===== src/rtl/commit_trace_tx.sv =====
// Commit trace transmitter: records PC changes (and optional stuck-PC markers) into a FIFO
// and streams them as two-beat records. Stuck detection is built when COMMIT_TRACE_STUCK_EN is defined.
module commit_trace_tx #(
  parameter int unsigned FIFO_DEPTH   = 8,
  parameter int unsigned STUCK_THRESH = 5
) (
  input  logic        clk,
  input  logic        reset_n,
  input  logic [31:0] pc_in,
  input  logic [31:0] instr_in,
  input  logic        trace_en,
  output logic        tx_valid,
  input  logic        tx_ready,
  output logic [31:0] tx_data,
  output logic [1:0]  tx_kind,
  output logic        tx_last,
  output logic        stuck,
  output logic [15:0] drop_cnt
);

  localparam int unsigned AW = $clog2(FIFO_DEPTH);
  localparam logic [AW:0]   DepthCnt = FIFO_DEPTH[AW:0];
  localparam logic [AW:0]   CntOne   = (AW+1)'(1);
  localparam logic [AW-1:0] PtrOne   = AW'(1);

  typedef struct packed {
    logic        stk;
    logic [31:0] pc;
    logic [31:0] data;
  } entry_t;

  typedef enum logic [1:0] {StIdle, StBeat0, StBeat1} state_e;

  // Sample register
  logic        first_q;
  logic [31:0] last_pc_q;
  logic        pc_chg, pc_same;

  assign pc_chg  = trace_en && (first_q || (pc_in != last_pc_q));
  assign pc_same = trace_en && !first_q && (pc_in == last_pc_q);

  always_ff @(posedge clk or negedge reset_n) begin
    if (!reset_n) begin
      first_q   <= 1'b1;
      last_pc_q <= '0;
    end else if (trace_en) begin
      first_q   <= 1'b0;
      last_pc_q <= pc_in;
    end
  end

  logic   stk_push;
  entry_t push_entry;

`ifdef COMMIT_TRACE_STUCK_EN
  localparam int unsigned RW = $clog2(STUCK_THRESH + 1);
  localparam logic [RW-1:0] RunMax = STUCK_THRESH[RW-1:0];
  localparam logic [RW-1:0] RunOne = RW'(1);

  logic [RW-1:0] run_q, run_d;
  logic          stuck_q, stuck_d;
  logic [31:0]   cycle_cnt_q;

  // The marker fires only on the transition into RunMax; saturation keeps it one-shot.
  always_comb begin
    run_d    = run_q;
    stuck_d  = stuck_q;
    stk_push = 1'b0;
    if (pc_chg) begin
      run_d   = '0;
      stuck_d = 1'b0;
    end else if (pc_same && (run_q != RunMax)) begin
      run_d = run_q + RunOne;
      if (run_d == RunMax) begin
        stk_push = 1'b1;
        stuck_d  = 1'b1;
      end
    end
  end

  always_ff @(posedge clk or negedge reset_n) begin
    if (!reset_n) begin
      run_q       <= '0;
      stuck_q     <= 1'b0;
      cycle_cnt_q <= '0;
    end else begin
      run_q       <= run_d;
      stuck_q     <= stuck_d;
      cycle_cnt_q <= cycle_cnt_q + 32'd1;
    end
  end

  assign stuck      = stuck_q;
  assign push_entry = '{stk: stk_push, pc: pc_in, data: (stk_push ? cycle_cnt_q : instr_in)};
`else
  assign stk_push   = 1'b0;
  assign stuck      = 1'b0;
  assign push_entry = '{stk: 1'b0, pc: pc_in, data: instr_in};
`endif

  // Record FIFO
  entry_t        mem_q [FIFO_DEPTH];
  logic [AW-1:0] wr_ptr_q, rd_ptr_q;
  logic [AW:0]   count_q;
  logic [15:0]   drop_cnt_q;
  logic          push, push_ok, pop;
  entry_t        rd_entry;
  state_e        state_q;

  assign push     = pc_chg || stk_push;
  assign pop      = (count_q != '0) && ((state_q == StIdle) || ((state_q == StBeat1) && tx_ready));
  assign push_ok  = push && ((count_q < DepthCnt) || pop);
  assign rd_entry = mem_q[rd_ptr_q];

  always_ff @(posedge clk) begin
    if (push_ok) mem_q[wr_ptr_q] <= push_entry;
  end

  always_ff @(posedge clk or negedge reset_n) begin
    if (!reset_n) begin
      wr_ptr_q   <= '0;
      rd_ptr_q   <= '0;
      count_q    <= '0;
      drop_cnt_q <= '0;
    end else begin
      if (push_ok) wr_ptr_q <= wr_ptr_q + PtrOne;
      if (pop)     rd_ptr_q <= rd_ptr_q + PtrOne;
      if (push_ok && !pop)      count_q <= count_q + CntOne;
      else if (!push_ok && pop) count_q <= count_q - CntOne;
      if (push && !push_ok && (drop_cnt_q != 16'hFFFF)) drop_cnt_q <= drop_cnt_q + 16'd1;
    end
  end

  assign drop_cnt = drop_cnt_q;

  // Serializer with registered stream outputs
  logic        tx_valid_q, tx_last_q, hold_stk_q;
  logic [31:0] tx_data_q, hold_data_q;
  logic [1:0]  tx_kind_q;

  always_ff @(posedge clk or negedge reset_n) begin
    if (!reset_n) begin
      state_q     <= StIdle;
      tx_valid_q  <= 1'b0;
      tx_data_q   <= '0;
      tx_kind_q   <= 2'd0;
      tx_last_q   <= 1'b0;
      hold_data_q <= '0;
      hold_stk_q  <= 1'b0;
    end else if (pop) begin
      state_q     <= StBeat0;
      tx_valid_q  <= 1'b1;
      tx_data_q   <= rd_entry.pc;
      tx_kind_q   <= rd_entry.stk ? 2'd2 : 2'd0;
      tx_last_q   <= 1'b0;
      hold_data_q <= rd_entry.data;
      hold_stk_q  <= rd_entry.stk;
    end else if (tx_ready) begin
      case (state_q)
        StBeat0: begin
          state_q   <= StBeat1;
          tx_data_q <= hold_data_q;
          tx_kind_q <= hold_stk_q ? 2'd3 : 2'd1;
          tx_last_q <= 1'b1;
        end
        StBeat1: begin
          state_q    <= StIdle;
          tx_valid_q <= 1'b0;
          tx_last_q  <= 1'b0;
        end
        default: state_q <= StIdle;
      endcase
    end
  end

  assign tx_valid = tx_valid_q;
  assign tx_data  = tx_data_q;
  assign tx_kind  = tx_kind_q;
  assign tx_last  = tx_last_q;

endmodule


===== config.mk =====
export PLATFORM = sky130hd
export DESIGN_NAME = commit_trace_tx
export DESIGN_NICKNAME = d
export VERILOG_FILES = /design/src/rtl/commit_trace_tx.sv
export SDC_FILE = /design/constraint.sdc
export NUM_CORES = 1
export LEC_CHECK = 0
export ABC_AREA = 0
export BUFFER_PORTS_ARGS = -buffer_cell sky130_fd_sc_hd__clkbuf_2
export CAP_MARGIN = 20
export CORE_MARGIN = 1.5
export CORE_UTILIZATION = 60
export CTS_CLUSTER_DIAMETER = 60
export DETAILED_ROUTE_END_ITERATION = 8
export PLACE_DENSITY = 0.82
export SYNTH_ARGS = -nofsm -noshare
export SYNTH_HDL_FRONTEND = slang
export SYNTH_SLANG_ARGS = --single-unit

===== constraint.sdc =====
create_clock -name clk -period 11.9 [get_ports clk]
set_input_delay 1.785 -clock clk [delete_from_list [all_inputs] [get_ports clk]]
set_output_delay 1.785 -clock clk [all_outputs]
set_load 0.05 [all_outputs]

**After elaboration in Yosys (flattened, before gate mapping)**

Memories as Yosys holds them, arrays and structs flattened.
Cells that the tools add are included.

- Bits in registers: 130
- Bits in writable memories: 512
- Input port bits: 68
- Output and inout bits: 53
- Word-level logic and storage cells: 68
- Memories kept: 1

Memory list:

| name | depth | width | rd ports | clocked after memory_dff | write ports | RTL line | text |
|---|---|---|---|---|---|---|---|
| mem_q | 8 | 64 | 1 | 0 | 1 | 102 | `entry_t mem_q [FIFO_DEPTH];` |

- Add/subtract/negate cells: 5
- Magnitude comparators: 1
- Eq/ne operators: 4
- Multiplexer cells: 21
- Reductions and logical operators: 23

Operators with widths:

| operator | number |
|---|---|
| 32-bit two-way mux | 3 |
| 32-bit inequality test | 1 |
| 16-bit by 1-bit adder with 16-bit output (second input constant) | 1 |
| 2-bit two-way mux | 8 |
| 16-bit inequality test (second input constant) | 1 |
| 1-bit logical AND | 8 |
| 4-bit two-way mux | 2 |
| 2-bit nonzero test | 4 |
| 1-bit two-way mux | 7 |
| 3-bit by 1-bit adder with 3-bit output (second input constant) | 2 |
| 2-bit AND reduction | 3 |
| 4-bit by 1-bit adder with 4-bit output (second input constant) | 1 |
| 4-bit less-than comparator (second input constant) | 1 |
| 4-bit nonzero test | 1 |
| 4-bit by 1-bit subtractor with 4-bit output (second input constant) | 1 |
| 1-bit logical OR | 3 |
| 3-bit nonzero test | 1 |
| 2-bit by 1-bit == test with 1-bit output (second input constant) | 1 |
| 2-bit == test (second input constant) | 1 |
| 1-bit logical NOT | 2 |
| 2-bit logical NOT | 1 |
| 1-bit case mux with 2 select lines | 1 |

**Logic depth before layout (Yosys ltp)**

- Word-level depth: 10
- Mapped depth: 14
- Mapped depth without buffers: 13

**Worst setup path after synthesis**

Ideal clock, no wire load.

- Kind: in2reg
- From: input port pc_in[31]
- To: memory mem_q[7][0] (netlist bit) (enable)
- Setup time: 667 ps
- Data arrival time: 8,969 ps
- Required time: 11,233 ps
- Setup slack: 2,263 ps
- Stages on the path: 6
- Buffers on the path: 1
- Cell sequence: xor2_1 nor4_1 nand4_1 nor4_2 buf_2 nor4b_1

- Cells in the longest elaborated chain, start to end: 6

Ends and longest elaborated chain:

| element | RTL line | text |
|---|---|---|
| from (decl) | 9 | `input logic [31:0] pc_in,` |
| 32-bit inequality test | 39 | `assign pc_chg = trace_en && (first_q \|\| (pc_in != last_pc_q));` |
| 1-bit logical OR | 39 |  |
| 1-bit logical AND | 39 |  |
| 1-bit logical AND | 112 | `assign push_ok = push && ((count_q < DepthCnt) \|\| pop);` |
| 1-bit two-way mux | 116 | `if (push_ok) mem_q[wr_ptr_q] <= push_entry;` |
| 1-bit two-way mux (not written as such) | 116 |  |
| to (decl) | 102 |  |

No other way between the ends.

**Final worst setup path**

- From: input port pc_in[30]
- To: register count_q[3]

- Cells in the longest elaborated chain, start to end: 7
- Elaborated cells between the ends (all ways): 9
- Those cells by class: eq/ne: 1; mux: 1; reduce/logical: 7

Ends and longest elaborated chain:

| element | RTL line | text |
|---|---|---|
| 32-bit inequality test (*) | 39 |  |
| 1-bit logical OR (*) | 39 |  |
| 1-bit logical AND (*) | 39 |  |
| 1-bit logical AND (*) | 112 |  |
| named net push_ok | 106 | `logic push, push_ok, pop;` |
| 1-bit logical NOT | 129 | `else if (!push_ok && pop) count_q <= count_q - CntOne;` |
| 1-bit logical AND | 129 |  |
| 2-bit nonzero test (no source line) | n/a |  |
| to (signal assigned) | 128 | `if (push_ok && !pop) count_q <= count_q + CntOne;` |
| to (signal assigned) | 129 |  |
| to (decl) | 104 | `logic [AW:0] count_q;` |

Mark *: on every way through the listed nets, which the timed path passes. The rest lies on a longest branch.
A chain may end at the register's enable or synchronous reset.

==> impl_metrics.ini <==
[timing]
max_freq_mhz = 224
setup_viol = 0
fin_skew_ns = 0.0194
fin_crit_ns = 4.46
rsz0062_at_grt = false
maxSlewViolCount = 0
tightest_slew_ns = 1.14
setup_slack_ns = 7.44
slew_headroom_pct = 24.1
post-route-period-util_pct = 37.4
holdWs_ns = 0.477
finalSetupTns_ns = 0
hold_viol = 0

[worst_setup_path]
crit_start = pc_in[30]
critPathCaptureType = flip-flop
worst_r2r_path_depth = 14
worstPathRequired_ns = 12.39
critPathMaxFanout = 21
crit_type = in2reg
cp-endpoint = count_q[3]
startpoint_type = primary input
r2r-end = count_q[3]
reg2reg_slack_ns = 8.42
timing.rr.start = last_pc_q[11]
critPathArrivalTime_ns = 4.94

[clocking]
clock-root-buffer = clkbuf_16
clock-sinks = 640
hold_buffers = 0
clkLatencyLatePin_ns = 0.62
cts_resized = 0
postCtsSetupRepairBufs = 0
cts_buffers = 61
clkSlewWorstSetupHoldPaths_ns = 0.07
cts_tree = built
cts_max_level = 2
cts_buffer_depth = 3

[finish]
layout_commonest_cell = edfxtp_1
drive_above_1_share_pct = 30.1
multi_input_comb_area_mm2 = 0.00597
layout.cells.non_filler = 1950
stdcell_area_mm2 = 0.0282
layout_common_cells = 512 x edfxtp_1, 128 x mux4_2, 124 x dfrtp_1
nNetsFinal = 1439
area_growth_pct = 13.7
num-fill-cells = 2391
ff_latch_area_mm2 = 0.0186
post-route-util_pct = 69.0

[routing]
drt_wl_total_um = 53400
wl_per_cell_um = 27.4
drtIter0Drc = 1248
ant_nets = 0
viasPerCell = 6.35
drc = 0
num_vias = 12390
firstDrtPassIters = 5

[yosys]
syn_area_per_cell_um2 = 20.3
synth_edf_count = 512
ys_async_sr_fraction_pct = 20.0
ys_warn_count = 0
synth_area_mm2 = 0.0248
postSynthCellCount = 1222
yosysSeqAreaShare_pct = 75.0
ys_ff_latch = 640
ys.flop_type = edfxtp_1
synth.distinct_cells = 45

[global_routing]
grt_pass1_vias = 13024
gr-total-overflow = 0
grt_first_pass_wirelength_um = 80100
grt_max_degree = 100
grt.total_usage_pct = 26.2
antenna_found_initial = 2

[power]
ir_drop_uv = 199
leakagePower_nw = 10.0
p_total_mw = 7.30
p_per_area_mw_per_mm2 = 259

[placed_design]
pre_cts_slack_ns = 6.82
post-dp-hpwl_um = 28200
io_buffers = 118
place_area_mm2 = 0.0260
place_inst = 1833
place_congestion = 0.757

[run]
max-cap-violations = 0

[worst_hold_path]
hp-start = tx_data[27]
hp-class = reg2reg

[floorplanning]
start_util_pct = 60.7
core_mm2 = 0.0408
die_area_mm2 = 0.0425
die_w_um = 206
num_io_pins = 121
rows = 74
fp.dieH_um = 206

[status]
status = finished, final reports clean
layer usage:
layer  track usage [%]  share of wire [%]  vias up
met5                 0              0.032        -
met4              8.59                2.9        2
met3              5.91                7.5      108
met2              42.0                 50      544
met1              36.3                 40     6505
li1                  -                  -     5231
worst max-delay path, stage by stage:
cell and delay (ns):
clkbuf_2 0.17, xor2_1 0.18, nor4_1 0.46, nand4_1 0.25
nor4_4 0.30, buf_4 0.32, nor2_2 0.15, ha_1 0.26
inv_1 0.12, ha_1 0.24, a21o_1 0.18, a21oi_1 0.17
xnor2_1 0.15, nor2_1 0.07, xor2_1 0.14
logic make-up (layout without fill, tap and decap cells):
| kind of cell | count (synthesis) | after routing | synth area share (%) |
|---|---|---|---|
| xor+xnor | 54 | 54 | 1.91 |
| buf+inv | 65 | 259 | 1.22 |
| fa+ha+maj | 7 | 7 | 0.384 |
| flops | 640 | 640 | 75.0 |
| compound gates | 112 | 112 | 3.02 |
| mux | 229 | 229 | 15.9 |
| other cells | 1 | 3 | 0.0151 |
| simple gates | 114 | 114 | 2.52 |
cells in the mapped netlist, types with 2 or more instances:
cell type | count | share of area (%)
a211oi_1 | 32 | 0.97
a21o_1 | 34 | 1.0
a21oi_1 | 34 | 0.69
and3_1 | 5 | 0.13
buf_1 | 11 | 0.17
buf_2 | 20 | 0.40
buf_4 | 9 | 0.27
clkbuf_1 | 22 | 0.33
dfrtp_1 | 127 | 13
edfxtp_1 | 512 | 62
ha_1 | 6 | 0.30
inv_1 | 3 | 0.045
mux2_2 | 34 | 1.5
mux2_4 | 3 | 0.18
mux2i_1 | 64 | 2.6
mux4_2 | 128 | 12
nand2_1 | 10 | 0.15
nand3_1 | 13 | 0.26
nand4_1 | 4 | 0.10
nor2_1 | 42 | 0.64
nor2b_1 | 2 | 0.050
nor3_1 | 5 | 0.10
nor3_2 | 3 | 0.12
nor4_1 | 14 | 0.35
nor4b_1 | 6 | 0.21
o21ai_0 | 7 | 0.14
or4_1 | 2 | 0.061
xnor2_1 | 6 | 0.21
xor2_1 | 48 | 1.7
sequential cells by signal, indices dropped and copies added, names as in the netlist, 3 cells and up:
| signal | cells |
|---|---|
| drop_cnt | 16 |
| mem_q | 512 |
| last_pc_q | 32 |
| rd_ptr_q | 3 |
| tx_data | 32 |
| hold_data_q | 32 |
| count_q | 4 |
| wr_ptr_q | 3 |
worst min path at each step:
stage                        endpoint  slack [ns]  cells past startpoint
final                     tx_data[27]        0.48                      1
after global routing       tx_data[5]        0.49                      1
after CTS                  tx_data[5]        0.48                      1
after detailed placement  tx_data[25]        0.47                      1
after global placement     tx_data[8]        0.46                      1
after floorplan               first_q        0.47                      1
cell type report:
| cell class | count | area share [%] |
|---|---|---|
| sequential | 640 | 66.0 |
| multi-input combinational | 518 | 21.2 |
| clock buffer | 75 | 5.83 |
| timing repair buffer | 140 | 2.70 |
| tap | 532 | 2.36 |
| clock inverter | 41 | 1.87 |
| inverter | 3 | 0.0400 |
| antenna | 1 | 0.00888 |
report_power, final:
part / switching, mW / leakage (nW) / total [mW] / internal, mW
clock: 0.826 / 1.07 / 2.07 / 1.24
combinational: 1.25 / 2.82 / 2.11 / 0.857
sequential: 0.294 / 6.13 / 3.12 / 2.83
total: 2.37 / 10.0 / 7.30 / 4.93
Note: power is estimated with default switching activity, not from simulation.
